**config.mk**
```make
export PLATFORM = sky130hd
export DESIGN_NAME = mouse_tracker
export DESIGN_NICKNAME = d
export VERILOG_FILES = /design/src/rtl/mouse_tracker.sv
export SDC_FILE = /design/constraint.sdc
export NUM_CORES = 1
export LEC_CHECK = 0
export ABC_AREA = 0
export CAP_MARGIN = 20
export CORE_MARGIN = 1.5
export CORE_UTILIZATION = 60
export CTS_CLUSTER_DIAMETER = 40
export DETAILED_ROUTE_END_ITERATION = 10
export PLACE_DENSITY = 0.8
export SKIP_LAST_GASP = 1
export SLEW_MARGIN = 20
export SYNTH_ARGS = -nofsm -noshare
export SYNTH_HDL_FRONTEND = slang
export SYNTH_SLANG_ARGS = --single-unit
```
**constraint.sdc**
```tcl
create_clock -name clk -period 6.2 [get_ports clk]
set_input_delay 1.86 -clock clk [delete_from_list [all_inputs] [get_ports clk]]
set_output_delay 1.86 -clock clk [all_outputs]
set_load 0.005 [all_outputs]
```
**src/rtl/mouse_tracker.sv**
```systemverilog
// ============================================================================
//  Module      : mouse_tracker
//  Description : Assembles 3-byte PS/2 mouse packets into an absolute, clamped
//                cursor position and button state. Optional crosshair hit
//                test enabled with MOUSE_TRACKER_CURSOR_EN.
//  Revision    : 1.0 - initial release
// ============================================================================
`default_nettype none

module mouse_tracker #(
    parameter int SCREEN_W       = 640,
    parameter int SCREEN_H       = 480,
    parameter int INIT_X         = 320,
    parameter int INIT_Y         = 240,
    parameter int TIMEOUT_CYCLES = 2000000,
    parameter int CURSOR_R       = 4
) (
    input  logic       clk,
    input  logic       rst_n,
    input  logic [7:0] rx_data,
    input  logic       rx_valid,
    output logic [9:0] MOUSE_X,
    output logic [9:0] MOUSE_Y,
    output logic       MOUSE_LEFT,
    output logic       MOUSE_RIGHT,
    output logic       MOUSE_MIDDLE,
    output logic       pkt_valid,
    output logic       left_press,
    output logic       sync_err
`ifdef MOUSE_TRACKER_CURSOR_EN
    ,
    input  logic [9:0] h_cnt,
    input  logic [9:0] v_cnt,
    output logic       cursor_valid
`endif
);

    localparam int              CNT_W     = (TIMEOUT_CYCLES > 2) ? $clog2(TIMEOUT_CYCLES) : 1;
    localparam logic [CNT_W-1:0] c_cnt_max = CNT_W'(TIMEOUT_CYCLES - 1);
    localparam logic [9:0]      c_x_max   = 10'(SCREEN_W - 1);
    localparam logic [9:0]      c_y_max   = 10'(SCREEN_H - 1);

    typedef enum logic [1:0] {
        S_B0 = 2'd0,
        S_B1 = 2'd1,
        S_B2 = 2'd2
    } state_t;

    state_t           state_q, state_d;
    logic [CNT_W-1:0] cnt_q, cnt_d;
    // Header bits kept: {Yovf, Xovf, Ysign, Xsign, M, R, L}
    logic [6:0]       hdr_q, hdr_d;
    logic [7:0]       dxlo_q, dxlo_d;
    logic [9:0]       x_q, x_d, y_q, y_d;
    logic             left_q, left_d, right_q, right_d, middle_q, middle_d;
    logic             pkt_q, pkt_d, press_q, press_d, err_q, err_d;

    logic signed [11:0] dx_s, dy_s, nx_s, ny_s;

    function automatic logic [9:0] clamp(input logic signed [11:0] v, input logic [9:0] lim);
        logic [9:0] r;
        if (v < 12'sd0)
            r = 10'd0;
        else if (v > $signed({2'b00, lim}))
            r = lim;
        else
            r = v[9:0];
        return r;
    endfunction

    always_comb begin
        dx_s = hdr_q[5] ? 12'sd0 : $signed({{3{hdr_q[3]}}, hdr_q[3], dxlo_q});
        dy_s = hdr_q[6] ? 12'sd0 : $signed({{3{hdr_q[4]}}, hdr_q[4], rx_data});
        nx_s = $signed({2'b00, x_q}) + dx_s;
        // PS/2 +Y points up while screen rows grow downward
        ny_s = $signed({2'b00, y_q}) - dy_s;
    end

    always_comb begin
        state_d  = state_q;
        cnt_d    = cnt_q;
        hdr_d    = hdr_q;
        dxlo_d   = dxlo_q;
        x_d      = x_q;
        y_d      = y_q;
        left_d   = left_q;
        right_d  = right_q;
        middle_d = middle_q;
        pkt_d    = 1'b0;
        press_d  = 1'b0;
        err_d    = 1'b0;
        case (state_q)
            S_B0: begin
                cnt_d = '0;
                if (rx_valid) begin
                    if (rx_data[3]) begin
                        hdr_d   = {rx_data[7:4], rx_data[2:0]};
                        state_d = S_B1;
                    end else begin
                        err_d = 1'b1;
                    end
                end
            end
            S_B1, S_B2: begin
                if (rx_valid) begin
                    cnt_d = '0;
                    if (state_q == S_B1) begin
                        dxlo_d  = rx_data;
                        state_d = S_B2;
                    end else begin
                        x_d      = clamp(nx_s, c_x_max);
                        y_d      = clamp(ny_s, c_y_max);
                        left_d   = hdr_q[0];
                        right_d  = hdr_q[1];
                        middle_d = hdr_q[2];
                        pkt_d    = 1'b1;
                        press_d  = hdr_q[0] & ~left_q;
                        state_d  = S_B0;
                    end
                end else if (cnt_q == c_cnt_max) begin
                    cnt_d   = '0;
                    err_d   = 1'b1;
                    state_d = S_B0;
                end else begin
                    cnt_d = cnt_q + 1'b1;
                end
            end
            default: begin
                state_d = S_B0;
                cnt_d   = '0;
            end
        endcase
    end

    always_ff @(posedge clk) begin
        if (!rst_n) begin
            state_q  <= S_B0;
            cnt_q    <= '0;
            hdr_q    <= '0;
            dxlo_q   <= '0;
            x_q      <= 10'(INIT_X);
            y_q      <= 10'(INIT_Y);
            left_q   <= 1'b0;
            right_q  <= 1'b0;
            middle_q <= 1'b0;
            pkt_q    <= 1'b0;
            press_q  <= 1'b0;
            err_q    <= 1'b0;
        end else begin
            state_q  <= state_d;
            cnt_q    <= cnt_d;
            hdr_q    <= hdr_d;
            dxlo_q   <= dxlo_d;
            x_q      <= x_d;
            y_q      <= y_d;
            left_q   <= left_d;
            right_q  <= right_d;
            middle_q <= middle_d;
            pkt_q    <= pkt_d;
            press_q  <= press_d;
            err_q    <= err_d;
        end
    end

    assign MOUSE_X      = x_q;
    assign MOUSE_Y      = y_q;
    assign MOUSE_LEFT   = left_q;
    assign MOUSE_RIGHT  = right_q;
    assign MOUSE_MIDDLE = middle_q;
    assign pkt_valid    = pkt_q;
    assign left_press   = press_q;
    assign sync_err     = err_q;

`ifdef MOUSE_TRACKER_CURSOR_EN
    localparam logic signed [10:0] c_r = 11'(CURSOR_R);
    logic signed [10:0] dh_s, dv_s;

    always_comb begin
        dh_s = $signed({1'b0, h_cnt}) - $signed({1'b0, x_q});
        dv_s = $signed({1'b0, v_cnt}) - $signed({1'b0, y_q});
        cursor_valid = ((h_cnt == x_q) && (dv_s <= c_r) && (dv_s >= -c_r)) ||
                       ((v_cnt == y_q) && (dh_s <= c_r) && (dh_s >= -c_r));
    end
`endif

endmodule

`default_nettype wire
```
==> results.toml <==
[outcome]
status = "finished clean"

[critical_path]
worstPathRequired_ns = 6.48
critical-path-top-delay-family = "compound AO/OA/AOI/OAI gates"
worstSetupPathType = "in -> reg"
cp.arrival_ns = 5.01
ff2ff_path_depth = 10
cp_max_fo = 6
reg2reg_from = "hdr_q[6]"
path_buf_inv = 2
endpoint = "MOUSE_Y[1]"
cp-startpoint = "rx_data[0]"
start_kind = "input pin"
path_depth = 12
r2r_setup_slack_ns = 3.03
end_kind = "flip-flop"
max_stage_delay_ns = 0.49
crit_chain = "clkdlybuf4s50_1 > nor2b_1 > ha_1 > inv_1 > fa_1 > a21oi_2 > o221ai_1 > a31o_1 > a2111oi_1 > a41oi_2 > a211oi_2 > a221o_1"
timing.rr.end = "MOUSE_Y[1]"
cp_slowest_cell = "clkdlybuf4s50_1"

[yosys]
synth.most_common_cell = "dfxtp_1"
synth_common_cells = "64 x dfxtp_1, 55 x nand2_1, 39 x nor2_1, 27 x ha_1, 24 x inv_1"
yosysUniqueCellTypes = 57
ys_warn_count = 0
yosysTopAreaCell = "dfxtp_1"
synthFlopType = "dfxtp_1"
synth.top_cell.area_share_pct = 33.1
ys_ff_latch = 64
syn_inst = 460
synth_seq_area_share_pct = 33.1
synth_area_per_cell_um2 = 8.40
synthesis.area_mm2 = 0.00387
synth_edf_count = 0
syn_nets = 500
ys_async_sr_fraction_pct = 0
yosys-top-cells-area = "dfxtp_1 33%, ha_1 8.7%, nand2_1 5.3%"

[sta]
clock.fmax_ghz = 0.212
final_max_slew_viol_count = 0
timing.setup.tns_ns = 0
finalHoldViolCount = 0
min_period_over_period_pct = 76.2
slew-limit-headroom_pct = 48.7
min_period_ns = 4.72
rsz0062_at_grt = "false"
setup_viol = 0
finClkSkew_ns = 0.0143
tightest_slew_ns = 0.768

[clock_network]
cts.sinks = 64
cts-root-buf = "clkbuf_8"
numCtsBuffers = 9
cts_hold_buf = 0
cts_tree = "yes"
clkTransAtPathRegs_ns = 0.08
clk_latency_ns = 0.36
cts_setup_buffers = 0
cts_resized = 0
cts-htree-levels = 3
clk_path_buf_depth = 2

[cells_and_area]
drive_gt1_share_pct = 6.20
areaGrowthSynthToFinish_pct = 16.7
nets = 535
final_cells = 577
finalInstanceArea_mm2 = 0.00451
diodes = 0

[power]
totalPowerFinal_mw = 1.05
sw_frac_of_total_pct = 28.5
p_sw_mw = 0.300
max-vdd-ir-drop_v = 0.000177
power_frac_seq_pct = 41.2
leakage_nw = 1.75
internal_power_mw = 0.752
clkPwrFrac_pct = 39.4
combinationalPowerShare_pct = 19.5
power_density_mw_per_mm2 = 233

[die]
rows = 29
die_width_um = 83.3
dieHeight_um = 83.3
initial_core_util_pct = 61.6
core-area_mm2 = 0.00628
die-area_mm2 = 0.00693
ios = 37

[flow_run]
drv_cap = 0

[global_routing]
use_met2_pct = 45.5
antenna_found_initial = 0
first_global_vias = 3172
gr-max-usage-layer = "met2"
grt_usage_pct = 26.1
grt_max_degree = 33
grtUsageMet1_pct = 31.2
grt_overflow = 0
grt_pass1_wl_um = 14600
use_met3_pct = 5.77

[detailed_routing]
ant_nets = 0
drtPass1Iterations = 4
avgViaCountPerCell = 5.81
wl_per_cell_um = 15.2
num_vias = 3352
drtIter0Drc = 142
wl_um = 8790
drc = 0

[place]
dpl_cell_area_mm2 = 0.00428
place_congestion = 0.876
portBuffers = 36
hpwl_um = 6580
dp.cells = 561

[min_path]
hold_path.class = "reg -> reg"
[layout by cell type, fill, tap and decap left out, drive strengths merged, types with 3 or more instances in the layout]
cell type and n:
ha 27, o21a 5, dfxtp 64, o311a 3, xnor2 22, a21boi 11
a21oi 17, nor4 4, o211ai 3, nor3b 6, nor2 39, clkinv 3
xor2 13, mux2i 8, clkbuf 10, nand4 6, a211oi 4, inv 25
and3 7, clkdlybuf4s50 36, o21ai 21, nand2b 10, a221o 5, nand2 55
nor3 11, nor2b 20, nand3 23, and2 7
[final cells by class]
cell class	instances	area, um2
inverter	24	90.1
multi-input combinational	359	2450
sequential	64	1280
clock inverter	6	91.3
fill	507	1770
timing repair buffer	37	368
tap	77	96.3
clock buffer	10	138
[sequential cells by signal (all words and copies together), names as in the netlist]
| register | cells |
|---|---|
| state_q | 2 |
| sync_err | 1 |
| left_press | 1 |
| cnt_q | 21 |
| hdr_q | 7 |
| MOUSE_MIDDLE | 1 |
| MOUSE_LEFT | 1 |
| dxlo_q | 8 |
| MOUSE_X | 10 |
| MOUSE_RIGHT | 1 |
| pkt_valid | 1 |
| MOUSE_Y | 10 |
[metal layers]
metal / routed length [um] / part of all wire [%]
met1: 3910 / 45
met2: 4360 / 50
met3: 299 / 3.4
met4: 210 / 2.4
met5: 0 / 0
[tightest hold or removal path: stages, from the launching register on]
cell,delay (ns)
dfxtp_1,0.31
nand2_1,0.04
a21boi_0,0.07
[metrics by stage]
step	hold slack, ns	worst slack (ns)	utilization, %
after floorplan	0.430	2.03	-
after global placement	0.441	1.33	68.2
after detailed placement	0.453	1.20	68.2
after CTS	0.464	1.54	71.9
after global routing	0.488	1.28	71.9
final	0.465	1.48	71.9
[kinds of logic (layout without fill, tap and decap cells)]
family	Yosys count	after routing	synth area share (%)
XOR/XNOR	35	35	8.12
adder cells (fa/ha/maj)	29	29	9.77
multiplexers	8	8	2.07
buffers and inverters	37	77	3.59
AND/OR/NAND/NOR	196	196	25.5
flip-flops	64	64	33.1
AO/OA/AOI/OAI	91	91	17.8
[worst min path at each step]
stage | from | end | slack (ns) | cells past startpoint
2_1_floorplan | cnt_q[0] | cnt_q[0] | 0.43 | 1
3_3_place_gp | cnt_q[0] | cnt_q[0] | 0.44 | 1
3_5_place_dp | dxlo_q[0] | dxlo_q[0] | 0.45 | 2
4_1_cts | dxlo_q[0] | dxlo_q[0] | 0.46 | 2
5_1_grt | dxlo_q[0] | dxlo_q[0] | 0.49 | 2
6_report | dxlo_q[0] | dxlo_q[0] | 0.47 | 2
[power groups by stage]
stage | sequential (mW) | clock [mW] | combinational [mW]
floorplan | 0.439 | 0 | 0.149
global placement | 0.442 | 0 | 0.199
detailed placement | 0.443 | 0 | 0.202
CTS | 0.433 | 0.417 | 0.203
global route | 0.435 | 0.434 | 0.226
finish | 0.433 | 0.414 | 0.205
Note: power is estimated with default switching activity, not from simulation.
